## src/rtl/branch_imm_encoder_pkg.sv

```systemverilog
`default_nettype none
// ============================================================================
// Module   : branch_imm_encoder_pkg
// Desc     : Shared constants and result type for branch immediate encode/decode.
// Revision : 1.0 - initial release
// ============================================================================
package branch_imm_encoder_pkg;

    localparam int IMM24_W          = 24;
    localparam int WORD_SHIFT       = 2;
    localparam int PC_AHEAD_DEFAULT = 8;

    // Bit positions inside the packed error vector
    localparam int ERR_MIS_BIT = 0;
    localparam int ERR_RNG_BIT = 1;
    localparam int ERR_W       = 2;

    typedef struct packed {
        logic [IMM24_W-1:0] imm24;
        logic [ERR_W-1:0]   err;
    } enc_result_t;

endpackage
`default_nettype wire

```

## src/rtl/branch_imm_encoder_if.sv

```systemverilog
`default_nettype none
// ============================================================================
// Module   : branch_imm_encoder_if
// Desc     : Request/response bundle for the branch immediate encoder.
// Revision : 1.0 - initial release
// ============================================================================
interface branch_imm_encoder_if #(
    parameter int COUNT_W = 8
);
    logic               in_valid;
    logic               in_ready;
    logic [31:0]        pc;
    logic [31:0]        target;
    logic               out_valid;
    logic               out_ready;
    logic [23:0]        imm24;
    logic               err_misaligned;
    logic               err_range;
    logic [COUNT_W-1:0] err_count;

    modport master (
        output in_valid, pc, target, out_ready,
        input  in_ready, out_valid, imm24, err_misaligned, err_range, err_count
    );

    modport slave (
        input  in_valid, pc, target, out_ready,
        output in_ready, out_valid, imm24, err_misaligned, err_range, err_count
    );
endinterface
`default_nettype wire

```

## src/rtl/branch_imm_check.sv

```systemverilog
`default_nettype none
// ============================================================================
// Module   : branch_imm_check
// Desc     : Turns a byte displacement into a 24-bit word offset with error flags.
// Revision : 1.0 - initial release
// ============================================================================
module branch_imm_check
    import branch_imm_encoder_pkg::*;
(
    input  wire logic [31:0]        i_diff,
    output logic      [IMM24_W-1:0] o_imm24,
    output logic                    o_mis,
    output logic                    o_rng
);
    logic w_mis;
    logic w_fits;

    assign w_mis  = |i_diff[WORD_SHIFT-1:0];
    // Offset fits when every bit above the immediate's sign bit copies it
    assign w_fits = (&i_diff[31:IMM24_W+WORD_SHIFT-1]) | ~(|i_diff[31:IMM24_W+WORD_SHIFT-1]);

    assign o_mis   = w_mis;
    assign o_rng   = ~w_fits;
    assign o_imm24 = (w_mis | ~w_fits) ? '0 : i_diff[IMM24_W+WORD_SHIFT-1:WORD_SHIFT];
endmodule
`default_nettype wire

```

## src/rtl/branch_imm_encoder.sv

```systemverilog
`default_nettype none
// ============================================================================
// Module   : branch_imm_encoder
// Desc     : Two-stage valid/ready pipeline encoding a branch target as imm24.
// Revision : 1.0 - initial release
// ============================================================================
module branch_imm_encoder
    import branch_imm_encoder_pkg::*;
#(
    parameter int PC_AHEAD = PC_AHEAD_DEFAULT,
    parameter int COUNT_W  = 8
)(
    input  wire logic             clk,
    input  wire logic             rst,
    branch_imm_encoder_if.slave   bus
);
    localparam logic [COUNT_W-1:0] c_count_max = '1;

    logic               r_s1_valid;
    logic [31:0]        r_s1_diff;
    logic               r_s2_valid;
    enc_result_t        r_s2_res;
    logic [COUNT_W-1:0] r_err_count;

    logic               w_s1_adv;
    logic               w_s2_adv;
    logic               w_out_xfer;
    enc_result_t        w_chk_res;
    logic               w_chk_mis;
    logic               w_chk_rng;

    assign w_s2_adv   = ~r_s2_valid | bus.out_ready;
    assign w_s1_adv   = ~r_s1_valid | w_s2_adv;
    assign w_out_xfer = r_s2_valid & bus.out_ready;

    branch_imm_check u_check (
        .i_diff  (r_s1_diff),
        .o_imm24 (w_chk_res.imm24),
        .o_mis   (w_chk_mis),
        .o_rng   (w_chk_rng)
    );

    always_comb begin
        w_chk_res.err              = '0;
        w_chk_res.err[ERR_MIS_BIT] = w_chk_mis;
        w_chk_res.err[ERR_RNG_BIT] = w_chk_rng;
    end

    always_ff @(posedge clk) begin
        if (rst) begin
            r_s1_valid <= 1'b0;
            r_s1_diff  <= '0;
        end else if (w_s1_adv) begin
            r_s1_valid <= bus.in_valid;
            if (bus.in_valid) begin
                r_s1_diff <= bus.target - (bus.pc + 32'(PC_AHEAD));
            end
        end
    end

    always_ff @(posedge clk) begin
        if (rst) begin
            r_s2_valid <= 1'b0;
            r_s2_res   <= '0;
        end else if (w_s2_adv) begin
            r_s2_valid <= r_s1_valid;
            if (r_s1_valid) begin
                r_s2_res <= w_chk_res;
            end
        end
    end

    always_ff @(posedge clk) begin
        if (rst) begin
            r_err_count <= '0;
        end else if (w_out_xfer && (|r_s2_res.err) && (r_err_count != c_count_max)) begin
            r_err_count <= r_err_count + COUNT_W'(1);
        end
    end

    assign bus.in_ready       = w_s1_adv;
    assign bus.out_valid      = r_s2_valid;
    assign bus.imm24          = r_s2_res.imm24;
    assign bus.err_misaligned = r_s2_res.err[ERR_MIS_BIT];
    assign bus.err_range      = r_s2_res.err[ERR_RNG_BIT];
    assign bus.err_count      = r_err_count;
endmodule
`default_nettype wire

```

## src/flat_wrapper.sv

```systemverilog
// flat-port wrapper written by rule: the top's interface ports become plain ports
module branch_imm_encoder_flat import branch_imm_encoder_pkg::*;
#(
    parameter int PC_AHEAD = PC_AHEAD_DEFAULT,
    parameter int COUNT_W  = 8
)
  (clk, rst, bus_in_valid, bus_pc, bus_target, bus_out_ready, bus_in_ready, bus_out_valid, bus_imm24, bus_err_misaligned, bus_err_range, bus_err_count);
  branch_imm_encoder_if #(.COUNT_W(COUNT_W)) bus_i ();
  input  wire logic clk;
  input  wire logic rst;
  input wire logic [$bits(bus_i.in_valid)-1:0] bus_in_valid;
  input wire logic [$bits(bus_i.pc)-1:0] bus_pc;
  input wire logic [$bits(bus_i.target)-1:0] bus_target;
  input wire logic [$bits(bus_i.out_ready)-1:0] bus_out_ready;
  output wire logic [$bits(bus_i.in_ready)-1:0] bus_in_ready;
  output wire logic [$bits(bus_i.out_valid)-1:0] bus_out_valid;
  output wire logic [$bits(bus_i.imm24)-1:0] bus_imm24;
  output wire logic [$bits(bus_i.err_misaligned)-1:0] bus_err_misaligned;
  output wire logic [$bits(bus_i.err_range)-1:0] bus_err_range;
  output wire logic [$bits(bus_i.err_count)-1:0] bus_err_count;
  assign bus_i.in_valid = bus_in_valid;
  assign bus_i.pc = bus_pc;
  assign bus_i.target = bus_target;
  assign bus_i.out_ready = bus_out_ready;
  assign bus_in_ready = bus_i.in_ready;
  assign bus_out_valid = bus_i.out_valid;
  assign bus_imm24 = bus_i.imm24;
  assign bus_err_misaligned = bus_i.err_misaligned;
  assign bus_err_range = bus_i.err_range;
  assign bus_err_count = bus_i.err_count;
  branch_imm_encoder #(.PC_AHEAD(PC_AHEAD), .COUNT_W(COUNT_W)) u_core (.clk(clk), .rst(rst), .bus(bus_i));
endmodule
```

## config.mk

```make
export PLATFORM = sky130hd
export DESIGN_NAME = branch_imm_encoder_flat
export DESIGN_NICKNAME = d
export VERILOG_FILES = /design/src/rtl/branch_imm_encoder_pkg.sv /design/src/rtl/branch_imm_encoder_if.sv /design/src/rtl/branch_imm_check.sv /design/src/rtl/branch_imm_encoder.sv /design/src/flat_wrapper.sv
export SDC_FILE = /design/constraint.sdc
export NUM_CORES = 1
export LEC_CHECK = 0
export CORE_ASPECT_RATIO = 0.6
export CORE_UTILIZATION = 30
export CTS_CLUSTER_SIZE = 8
export DETAILED_ROUTE_END_ITERATION = 8
export DONT_BUFFER_PORTS = 1
export GPL_TIMING_DRIVEN = 0
export PLACE_DENSITY_LB_ADDON = 0.3
export SLEW_MARGIN = 0
export SYNTH_ARGS = -nofsm -noshare
export SYNTH_HDL_FRONTEND = slang
export SYNTH_SLANG_ARGS = --single-unit
```

## constraint.sdc

```tcl
create_clock -name clk -period 4.6 [get_ports clk]
set_clock_uncertainty 0.15 [all_clocks]
set_input_delay 0.69 -clock clk [delete_from_list [all_inputs] [get_ports clk]]
set_output_delay 0.69 -clock clk [all_outputs]
set_load 0.01 [all_outputs]
```

=== After elaboration in Yosys (flattened, before gate mapping) ===
Index checks and enable logic that the tools add are counted.

* Register bits: 68

* $add $sub $neg: 3
* Reduce and logical (&&, ||, !) cells: 8
* Multiplexer cells: 1
* Bitwise logic cells: 9
* Eq/ne operators: 1

{| class="wikitable"
|+ Operators with widths
! kind !! count
|-
| adder 32 x 4 -> 32 bit, second input constant || 1
|-
| subtractor 32 bit || 1
|-
| 2-to-1 mux 24 bit || 1
|-
| adder 8 x 1 -> 8 bit, second input constant || 1
|-
| != test 8 bit, second input constant || 1
|-
| AND reduction 7 bit || 1
|-
| OR reduction 7 bit || 1
|-
| NOT 1 bit || 4
|-
| OR 1 bit || 4
|-
| AND reduction 2 bit || 2
|-
| OR reduction 2 bit || 2
|-
| logical AND 1 bit || 2
|-
| bitwise AND 1 bit || 1
|}

=== Logic depth before layout (Yosys ltp) ===
* Depth after elaboration: 6
* Mapped depth: 12

=== Hierarchy ===
Synthesis repeated with hierarchy kept, for this count alone.

* Cells, all modules: 702
* Area, all modules: 5195.0 µm²

{| class="wikitable"
|+ Modules (own cells, without submodules)
! module !! times used !! area each (µm²) !! sequential area each (µm²) !! cells an instance
|-
| branch_imm_encoder || 1 || 4805.9 || 1361.3 || 640
|-
| branch_imm_check || 1 || 389.1 || 0.0 || 62
|}

=== Least setup slack after synthesis ===
No wires, ideal clock.

* Kind: in2reg
* Start point: input bus_pc[1]
* End point: register u_core.r_s1_diff[29]
* Library setup time: 0.059 ns
* Data arrival time: 3.050 ns
* Stages on the path: 11
* Path slack: 1.341 ns
* Buffers on the path: 0
* Path through: inv_1 ha_1 ha_1 fa_1 a211oi_2 o211a_4 o31ai_4 o41ai_4 o31ai_1 mux2_1 nand2_1

* Longest elaborated chain between the ends: 2

{| class="wikitable"
|+ Ends and longest elaborated chain
! what !! line !! text
|-
| start: declaration || flat_wrapper.sv:12 || <nowiki>input wire logic [$bits(bus_i.pc)-1:0] bus_pc;</nowiki>
|-
| adder 32 x 4 -> 32 bit || branch_imm_encoder.sv:56 || <nowiki>r_s1_diff <= bus.target - (bus.pc + 32'(PC_AHEAD));</nowiki>
|-
| subtractor 32 bit || branch_imm_encoder.sv:56 ||
|-
| end signal: assignment || branch_imm_encoder.sv:56 ||
|-
| end: declaration || branch_imm_encoder.sv:20 || <nowiki>logic [31:0] r_s1_diff;</nowiki>
|}

No other way between the ends.
A chain may end at the register's enable or synchronous reset.

=== Worst setup path after layout ===
* Start point: input bus_pc[1]
* End point: register u_core.r_s1_diff[25]

The elaborated chain is that of the path after synthesis.

==> impl_metrics.json <==
{
  "overflow": 0,
  "synth_warnings": 0,
  "root_buffer": "clkbuf_16",
  "wl_per_cell_um": 15.0,
  "yosysMostFrequentCell": "inv_1",
  "critPathCaptureType": "flop",
  "synthCells": 628,
  "synthesis.nets": 759,
  "nets": 770,
  "grt_pass1_vias": 3753,
  "syn_area_um2": 4910,
  "max-slew-margin-rel": 0.493,
  "first_iter_violations": 329,
  "cts_hold_buf": 0,
  "max_freq_ghz": 0.304,
  "fin_hold_ws_ns": 0.301,
  "final_max_slew_viol_count": 0,
  "finish.utilization": 0.352,
  "min_period_over_period": 0.714,
  "crit_type": "in2reg",
  "cts_resized": 0,
  "diodes": 0,
  "coreArea_um2": 15700,
  "hold_class": "reg2reg",
  "finish.instance_area_um2": 5520,
  "drc": 0,
  "start_util": 0.313,
  "tritoncts": "done",
  "numCtsBuffers": 9,
  "status": "complete, no violations",
  "synth-seq-cells": 68,
  "yosysTopAreaCellShare": 0.277,
  "cp.required_ns": 4.65,
  "synth_area_leader_cell": "dfxtp_1",
  "synth_common_cells": "inv_1 (91), dfxtp_1 (68), ha_1 (62)",
  "post_cts_buffers": 0,
  "tns_ns": 0,
  "synthFlopType": "dfxtp_1",
  "design.portCount": 104,
  "io_buffer_count": 0,
  "cp_max_fo": 5,
  "setup_viol": 0,
  "seq_area_frac_synth": 0.277,
  "row_count": 35,
  "p_leak_uw": 0.00244,
  "grt_use_total": 0.155,
  "synthDistinctLibCells": 59,
  "avgSynthCellArea_um2": 7.82,
  "syn2layout_area_growth_pct": 12.5,
  "path_clk_slew_ns": 0.06,
  "drive_gt1_frac": 0.0606,
  "startpoint_type": "input pin",
  "grt_pass1_wl_um": 20600,
  "powerDensity_nw_per_um2": 373,
  "placed_area_um2": 5160,
  "vias": 4161,
  "grt_max_degree": 13,
  "hold_violations": 0,
  "route.antenna.remaining_nets": 0,
  "cts.sinks": 68,
  "tightest_slew_ns": 0.758,
  "die_h_um": 101,
  "dr.pass1.iters": 5,
  "async_flop_share": 0,
  "synth_edf_count": 0,
  "rsz0062_at_grt": "no",
  "clock_path_buffers": 2,
  "die-area_um2": 16900,
  "grt_antenna_before_repair": 0,
  "ctsHtreeMaxLevel": 3,
  "ir_drop_v": 0.000153,
  "cp_data_arrival_time_ns": 3.34,
  "routed_wl_um": 12700,
  "via_per_inst": 4.91,
  "clk_latency_ns": 0.34,
  "maxCapViolCount": 0,
  "synthTopCellsByArea": "dfxtp_1 (28%), ha_1 (16%), inv_1 (7.0%)",
  "die_w_um": 167,
  "hpwl_um": 10100,
  "gp_congestion": 0.777,
  "period_minus_slack_ns": 3.29
}
## cell usage in the layout (no fill, tap or decap), types with 8 or more instances in the layout
| cell type | instances |
|---|---|
| nand2_1 | 57 |
| a21o_1 | 15 |
| dfxtp_1 | 68 |
| nand3_1 | 11 |
| and3_1 | 8 |
| a22oi_1 | 25 |
| nand4_1 | 10 |
| nor3_1 | 10 |
| nor2_1 | 57 |
| o21ai_0 | 19 |
| xnor2_1 | 14 |
| clkbuf_16 | 9 |
| clkbuf_1 | 18 |
| xor2_1 | 9 |
| a21oi_1 | 47 |
| ha_1 | 62 |
| inv_1 | 91 |
## report_power, final
part / internal [µW] / leakage, µW / switching, µW
Clock: 560 / 0.000176 / 255
Combinational: 225 / 0.00171 / 353
Sequential: 634 / 0.000555 / 35.0
## per-layer routing
| metal | wire length, µm | GRT usage |
|---|---|---|
| met5 | 0 | 0 |
| met4 | 63 | 0.0254 |
| met3 | 738 | 0.0393 |
| met2 | 4390 | 0.190 |
| met1 | 7510 | 0.255 |
## metrics by stage
stage,setup WS [ns],power [µW],instances
finish,1.31,2060,847
global route,1.18,2180,847
CTS,1.32,2070,847
detailed placement,0.978,1250,831
global placement,0.971,1250,831
floorplan,1.34,1110,628
## worst max-delay path, stage by stage
cell      delay (ns)
inv_1           0.02
ha_1            0.27
ha_1            0.24
fa_1            0.45
a211oi_2        0.32
o211a_4         0.23
o31ai_4         0.09
o41ai_4         0.51
o21bai_1        0.14
xnor2_1         0.26
o21ai_0         0.11
## registers in the layout, indices dropped and copies added, names as in the netlist
| name | flops |
|---|---|
| u_core.bus.err_range | 1 |
| u_core.bus.err_misaligned | 1 |
| u_core.bus.err_count | 8 |
| u_core.bus.out_valid | 1 |
| u_core.bus.imm24 | 24 |
| u_core.r_s1_diff | 32 |
| u_core.r_s1_valid | 1 |
## area by class of cell
class	instances	area, µm²
Inverter	91	342
Buffer	28	153
Tap cell	203	254
Fill cell	1667	10200
Multi-Input combinational cell	441	3050
Sequential cell	68	1360
Clock buffer	11	253
Clock inverter	5	108
## path summary, 6_finish.rpt
check | startpoint | endpoint | slack [ns] | cells after the start
worst max-delay path | bus_pc[1] | u_core.r_s1_diff[25]$_SDFFE_PP0P_ | 1.31 | 11
worst min-delay path | u_core.r_s1_diff[5]$_SDFFE_PP0P_ | u_core.r_s1_diff[5]$_SDFFE_PP0P_ | 0.30 | 2
worst max register to register | u_core.bus.out_valid$_SDFFE_PP0P_ | u_core.r_s1_diff[26]$_SDFFE_PP0P_ | 2.10 | 9
worst min register to register | u_core.r_s1_diff[5]$_SDFFE_PP0P_ | u_core.r_s1_diff[5]$_SDFFE_PP0P_ | 0.30 | 2
## logic make-up (layout without fill, tap and decap cells)
kind of cell	after synthesis	after routing	synth area share
AND/OR/NAND/NOR	182	182	0.173
AO/OA/AOI/OAI	170	170	0.240
buffers and inverters	119	135	0.101
flip-flops	68	68	0.277
adder cells (fa/ha/maj)	63	63	0.162
XOR/XNOR	23	23	0.0410
multiplexers	3	3	0.00637
(Power assumes the default switching activity.)
